<file path="src/rtl/demux1to2_stream_wn.sv">
// 1-to-2 stream demultiplexer: each channel has a 2-entry FIFO and a wrapping transfer counter.
// Upstream readiness looks only at the registered full flag of the selected channel.

module demux1to2_chan #(
  parameter int N  = 4,
  parameter int CW = 16
) (
  input  logic          clk,
  input  logic          rst,
  input  logic          wr,
  input  logic [N-1:0]  din,
  output logic          o_valid,
  input  logic          o_ready,
  output logic [N-1:0]  o_data,
  output logic          o_full,
  output logic [CW-1:0] o_cnt
);
  // state    | meaning
  // ST_EMPTY | no word buffered, o_valid low
  // ST_ONE   | head holds the only word
  // ST_FULL  | head holds the oldest word, tail the newer one
  typedef enum logic [1:0] {
    ST_EMPTY = 2'd0,
    ST_ONE   = 2'd1,
    ST_FULL  = 2'd2
  } state_t;

  state_t        state_q, state_d;
  logic [N-1:0]  head_q, head_d;
  logic [N-1:0]  tail_q, tail_d;
  logic [CW-1:0] cnt_q, cnt_d;
  logic          rd;

  assign rd = (state_q != ST_EMPTY) && o_ready;

  always_ff @(posedge clk) begin
    if (rst) begin
      state_q <= ST_EMPTY;
      cnt_q   <= '0;
    end else begin
      state_q <= state_d;
      cnt_q   <= cnt_d;
    end
  end

  // Data registers carry no reset; they are only visible while o_valid is high.
  always_ff @(posedge clk) begin
    head_q <= head_d;
    tail_q <= tail_d;
  end

  always_comb begin
    state_d = state_q;
    head_d  = head_q;
    tail_d  = tail_q;
    cnt_d   = cnt_q;
    if (rd) cnt_d = cnt_q + CW'(1);
    case (state_q)
      ST_EMPTY: begin
        if (wr) begin
          head_d  = din;
          state_d = ST_ONE;
        end
      end
      ST_ONE: begin
        if (wr && rd) begin
          head_d = din;
        end else if (wr) begin
          tail_d  = din;
          state_d = ST_FULL;
        end else if (rd) begin
          state_d = ST_EMPTY;
        end
      end
      ST_FULL: begin
        if (rd) begin
          head_d  = tail_q;
          state_d = ST_ONE;
        end
      end
      default: state_d = ST_EMPTY;
    endcase
  end

  assign o_valid = (state_q != ST_EMPTY);
  assign o_data  = head_q;
  assign o_full  = (state_q == ST_FULL);
  assign o_cnt   = cnt_q;
endmodule

module demux1to2_stream_wn #(
  parameter int N  = 4,
  parameter int CW = 16
) (
  input  logic          clk,
  input  logic          rst,
  input  logic          i_valid,
  input  logic [N-1:0]  i_data,
  input  logic          s,
  output logic          i_ready,
  output logic          a_valid,
  output logic [N-1:0]  a_data,
  input  logic          a_ready,
  output logic          b_valid,
  output logic [N-1:0]  b_data,
  input  logic          b_ready,
  output logic [CW-1:0] cnt_a,
  output logic [CW-1:0] cnt_b
);
  logic full_a;
  logic full_b;
  logic wr_a;
  logic wr_b;

  assign i_ready = !rst && (s ? !full_a : !full_b);
  assign wr_a    = i_valid && i_ready && s;
  assign wr_b    = i_valid && i_ready && !s;

  demux1to2_chan #(.N(N), .CW(CW)) u_chan_a (
    .clk     (clk),
    .rst     (rst),
    .wr      (wr_a),
    .din     (i_data),
    .o_valid (a_valid),
    .o_ready (a_ready),
    .o_data  (a_data),
    .o_full  (full_a),
    .o_cnt   (cnt_a)
  );

  demux1to2_chan #(.N(N), .CW(CW)) u_chan_b (
    .clk     (clk),
    .rst     (rst),
    .wr      (wr_b),
    .din     (i_data),
    .o_valid (b_valid),
    .o_ready (b_ready),
    .o_data  (b_data),
    .o_full  (full_b),
    .o_cnt   (cnt_b)
  );
endmodule

</file>
<file path="config.mk">
export PLATFORM = sky130hd
export DESIGN_NAME = demux1to2_stream_wn
export DESIGN_NICKNAME = d
export VERILOG_FILES = /design/src/rtl/demux1to2_stream_wn.sv
export SDC_FILE = /design/constraint.sdc
export NUM_CORES = 1
export LEC_CHECK = 0
export CORE_MARGIN = 5
export CORE_UTILIZATION = 45
export CTS_BUF_LIST = sky130_fd_sc_hd__clkbuf_8 sky130_fd_sc_hd__clkbuf_16
export DETAILED_ROUTE_END_ITERATION = 12
export GPL_TIMING_DRIVEN = 0
export PLACE_DENSITY_LB_ADDON = 0.15
export SKIP_LAST_GASP = 1
export SYNTH_ARGS = -nofsm -noshare
export SYNTH_HDL_FRONTEND = slang
export SYNTH_SLANG_ARGS = --single-unit
</file>
<file path="constraint.sdc">
create_clock -name clk -period 2.3 [get_ports clk]
set_input_delay 0.46 -clock clk [delete_from_list [all_inputs] [get_ports clk]]
set_output_delay 0.46 -clock clk [all_outputs]
set_load 0.01 [all_outputs]
</file>
Word-level counts from Yosys, hierarchy flattened --
Cells that the tools add are included.
Cells by class: bitwise gates (word level) 2, equality and inequality tests 14, reduce and logical (&&, ||, !) cells 24, muxes and demuxes 21, $add $sub $neg 2
Operators by type and width (count):
- $add 16x1->16 const B | 2
- $mux 4 | 6
- $pmux 4 s3 | 2
- $mux 2 | 10
- $reduce_and 4->1 | 4
- $ne 2x1->1 const B | 6
- $pmux 2 s3 | 2
- $logic_and 1x1->1 | 8
- $ne 3x1->1 const B | 2
- $reduce_and 3->1 | 2
- $reduce_bool 3->1 | 2
- $eq 2x1->1 const B | 2
- $eq 2x2->1 const B | 2
- $logic_not 1->1 | 4
- $logic_not 2->1 | 2
- $ne 2x2->1 const B | 2
- $reduce_bool 2->1 | 2
- $not 1->1 | 2
- $mux 1 | 1
Storage, ports and cells: flip-flop bits (word level) 52, word-level logic and storage cells 71, input bits 10

Longest topological paths before layout --
Gate-level depths: netlist of the first run.
depth after elaboration 9, gate-level depth with buffers 5, mapped depth without buffers 5

Cells and area by module --
A second synthesis of the first run with hierarchy kept.
Unflattened totals: cells, all modules 226, area total of the unflattened synthesis 2353.5 sq um
By module, submodules not included:
- demux1to2_chan | seq. area each 600.6 sq um, area each 1147.4 sq um, instances 2, cells an instance 111
- demux1to2_stream_wn | seq. area each 0.0 sq um, area each 58.8 sq um, instances 1, cells an instance 4

Worst setup path after synthesis of the first run --
No wires, ideal clock.
path type input-to-reg, start input s, end register u_chan_b.head_q[0], in the netlist u_chan_b.o_data[0], enable pin, slack 0.547 ns, required time 1.927 ns, cell stages on the path 2, path buffers 0, library setup time 0.373 ns, arrival time 1.381 ns, cell sequence or3b_2 o31ai_1
On the way: longest elaborated chain between the ends 7
RTL lines:
- start, declared | RTL line 99 | input logic s,
- $mux 1 | RTL line 115 | assign i_ready = !rst && (s ? !full_a : !full_b);
- $logic_and 1x1->1 | RTL line 115
- $logic_and 1x1->1 | RTL line 117 | assign wr_b = i_valid && i_ready && !s;
- $logic_and 1x1->1 (*) | RTL line 117
- $logic_and 1x1->1 | RTL line 66 | if (wr && rd) begin
- $ne 2x1->1 (no line)
- $reduce_and 4->1 (no line) (*)
- end signal, assigned | RTL line 48 | head_q <= head_d;
- end, declared | RTL line 29 | logic [N-1:0] head_q, head_d;
Mark *: on every way between the ends. The rest lies on a longest branch, timed or not. A chain may end at the register's enable or synchronous reset.

Worst setup path in the final report of the first run --
start input rst, end output i_ready
On the way: longest elaborated chain between the ends 2
RTL lines:
- start, declared | RTL line 96 | input logic rst,
- $logic_not 1->1 | RTL line 115
- $logic_and 1x1->1 | RTL line 115
- end, declared | RTL line 100 | output logic i_ready,
No other way between the ends.

==> impl_metrics.csv, run 1 <==
group,metric,value,unit
run_status,status,"completed",
route,ant_nets,0,
setup_path,crit_path_end_kind,"output port",
cells_and_area,instances_no_fill,363,
clock_network,cts_made_buffers,5,
setup_path,critical_path_buf_inv_count,3,
timing,drv_slew,0,
global_route,grt_start_max_net_pins,16,
die,rows,26,
placed_design,place_hpwl,3710,um
timing,finClkSkew,6.12,ps
timing,holdWs,451,ps
yosys,ys_types,41,
yosys,synth_largest_area_cell,"dfxtp_1",
die,die_width,82.6,um
cells_and_area,layout.nets,304,
cells_and_area,final_area,3050,um2
yosys,avgSynthCellArea,9.97,um2
placed_design,port_buffers,50,
power,p_per_area,535,nW/um2
yosys,synthMuxAreaShare,6.43,%
yosys,synth-simple-area-share,23.3,%
setup_path,cp-start-kind,"input pin",
yosys,synth_top_family_by_area,"simple AND/OR/NAND/NOR gates",
die,fp.dieArea,6820,um2
yosys,async_flop_share,0,%
clock_network,hold_buffers,0,
yosys,synth.area.top_cells,"dfxtp_1 (30%), edfxtp_1 (20%), xnor2_1 (5.2%)",
timing,finalCritPeriodShare,96.0,%
yosys,yosysSeqAreaShare,50.6,%
yosys,synth_seq_cells,52,
setup_path,path_delay_family,"buffers and inverters",
setup_path,critPathSlowestCell,"clkdlybuf4s50_1",
clock_network,post_cts.repair.setup_buffers,0,
clock_network,clk_pin_slew,80,ps
route,first_pass_iters,4,
job,maxCapViolCount,0,
route,drtIter0Drc,97,
setup_path,worst_ep_required_time,1840,ps
cells_and_area,fillers,467,
power,leakagePower,0.992,nW
setup_path,path_max_fanout,10,
power,irDropWorstVdd,0.284,mV
die,io_pins,53,
global_route,global_route.usage.met2,25.5,%
cells_and_area,antenna-diode-count,0,
clock_network,cts-resized-gates,2,
setup_path,worstRegToRegCells,4,
global_route,grt_pass1_vias,1804,
die,core_region_area,5110,um2
setup_path,cp.depth,4,
cells_and_area,syn_to_final_growth,28.6,%
yosys,synth_compound_area_share,8.97,%
placed_design,place_inst,358,
hold_path,min_path_type,"input pin to register",
yosys,synthAdderAreaFrac,1.05,%
global_route,gr-usage-met1,21.3,%
global_route,grt_usage,16.0,%
timing,hold_viol,0,
yosys,synth.net_count,250,
die,start_util,46.4,%
timing,layout_min_cycle_time,2210,ps
route,routedWlPerCell,14.1,um
global_route,grt_first_pass_wirelength,8380,um
route,wl,5110,um
yosys,syn-cell-area,2370,um2
yosys,yosys_warnings,0,
global_route,grt_overflow_total,0,
timing,setup_viol,0,
clock_network,cts-root-to-sink-buffers,2,
hold_path,holdPathStages,2,
placed_design,placed_cell_area,2960,um2
global_route,globalRoute.busiestLayer,"met2",
clock_network,root_buffer,"clkbuf_8",
global_route,grt_util_met3,3.36,%
setup_path,worstSetupPathType,"input pin to output port",
global_route,antenna_found_initial,0,
route,dr_total_vias,1904,
placed_design,routabilityCongestion,0.795,
clock_network,cts_tree,"done",
yosys,synthXorXnorAreaFrac,7.01,%
timing,worstMarginPinSlew,627,ps
yosys,ys.flop_type,"dfxtp_1",
clock_network,insertion_delay,300,ps
timing,fmax,453,MHz
clock_network,clock-sinks,52,
yosys,synthCells,238,
setup_path,slowest_delay,520,ps
route,drc,0,
setup_path,crit_chain,"clkdlybuf4s50_1 -> clkbuf_2 -> a211oi_1 -> dlygate4sd2_1",
setup_path,critPathArrivalTime,1750,ps
yosys,yosys.area.top_type_share,30.4,%
clock_network,h-tree-depth,2,
timing,slew_headroom,57.9,%
yosys,synth_edf_count,16,
route,viasPerCell,5.25,
die,chipHeight,82.6,um
cells_and_area,drive_above_1_share,10.6,%
[cells in the final DEF (no fill, tap or decap), types with 4 or more instances in the layout]
cell | Yosys | layout
a21oi_1 | 11 | 11
nor4_1 | 6 | 6
nand2_1 | 12 | 12
mux2_2 | 10 | 10
nor2_1 | 28 | 28
inv_1 | 4 | 5
dfxtp_1 | 36 | 35
clkdlybuf4s50_1 | 0 | 49
clkbuf_1 | 9 | 5
xnor2_1 | 14 | 14
xor2_1 | 5 | 5
edfxtp_1 | 16 | 16
or3_1 | 5 | 5
nor2b_1 | 10 | 10
o21ai_0 | 5 | 5
nand3_1 | 9 | 9
mux2i_1 | 4 | 4
clkbuf_8 | 0 | 7
nand4_1 | 7 | 7
nor3_1 | 9 | 9
[cells by family (layout without fill, tap and decap cells)]
group | after synthesis | count (layout)
adder cells (fa/ha/maj) | 2 | 2
multiplexers | 14 | 14
AND/OR/NAND/NOR | 102 | 102
AO/OA/AOI/OAI | 33 | 33
flip-flops | 52 | 52
buffers and inverters | 16 | 71
XOR/XNOR | 19 | 19
[worst paths after layout]
kind                       startpoint                   to  slack [ps]
setup / recovery                  rst              i_ready          90
hold / removal                a_ready  u_chan_a.state_q[1]         450
setup reg to reg  u_chan_a.state_q[1]   u_chan_a.o_cnt[13]         410
hold reg to reg    u_chan_a.o_cnt[14]   u_chan_a.o_cnt[14]         500
[power by group]
part / internal (mW) / switching [mW] / leakage [nW]
clock network: 0.271 / 0.278 / 0.0557
registers: 0.956 / 0.00872 / 0.436
logic: 0.0582 / 0.0599 / 0.500
total: 1.28 / 0.347 / 0.992
[per-layer routing]
layer / wire length [um] / vias to the layer above
li1: - / 968
met5: 0 / -
met3: 241 / 5
met4: 62 / 0
met2: 2390 / 41
met1: 2420 / 890
[Yosys cell counts (2+ instances only)]
library cell  count
o31ai_1           3
nor4_1            6
nor2b_1          10
inv_1             4
or3_2             2
or3_1             5
a31o_2            2
o21a_1            2
nor2_1           28
nand4_1           7
nand3_1           9
o2111ai_1         2
ha_1              2
nor3b_1           2
xnor2_1          14
buf_2             2
or2_2             3
o21ai_1           2
o22a_1            2
mux2_2           10
mux2i_1           4
nand3b_1          3
clkbuf_1          9
xor2_1            5
nor3_1            9
o21ai_0           5
dfxtp_1          36
nand2_1          12
a21oi_1          11
edfxtp_1         16
[state kept, by name, summed over array words and instances (netlist names)]
| register | count |
|---|---|
| u_chan_a.o_cnt | 16 |
| u_chan_b.o_cnt | 16 |
| u_chan_a.o_data | 4 |
| u_chan_a.tail_q | 4 |
| u_chan_b.o_data | 4 |
| u_chan_b.tail_q | 4 |
| u_chan_a.state_q | 2 |
| u_chan_b.state_q | 2 |
[through the flow]
stage	util, %	setup TNS (ps)	total power [mW]	setup slack [ps]
after CTS	59.7	0	1.65	13.8
final	59.7	0	1.63	92.5
after floorplan	-	0	1.05	547
after global placement	58.0	-1170	1.10	-295
after detailed placement	58.0	-1140	1.11	-263
after global routing	59.7	-10.2	1.69	-10.2
[layout make-up]
cell class | instances | area (um2) | share of cell area, %
flip-flops and latches | 52 | 1200 | 39.4
multi-input cells | 170 | 1110 | 36.3
repair buffers | 50 | 499 | 16.4
clock buffers | 7 | 96.3 | 3.16
well taps | 70 | 87.6 | 2.87
plain buffers | 9 | 37.5 | 1.23
inverters | 4 | 15.0 | 0.492
clock inverters | 1 | 3.75 | 0.123
[worst register-to-register path, delay by kind of cell (launching register included)]
family | cells | cell delay, ps
and+or+nand+nor | 2 | 670
AOI/OAI and AO/OA | 1 | 290
DFF | 1 | 560
muxes | 1 | 280
Power figures use the tool's default switching activity.
==> inputs of run 2 (changes only) <==
Settings changed: CTS_CLUSTER_SIZE set to 8.
==> results of run 2 <==
No change in the layout: final DEF, timing and power equal those of run 1.
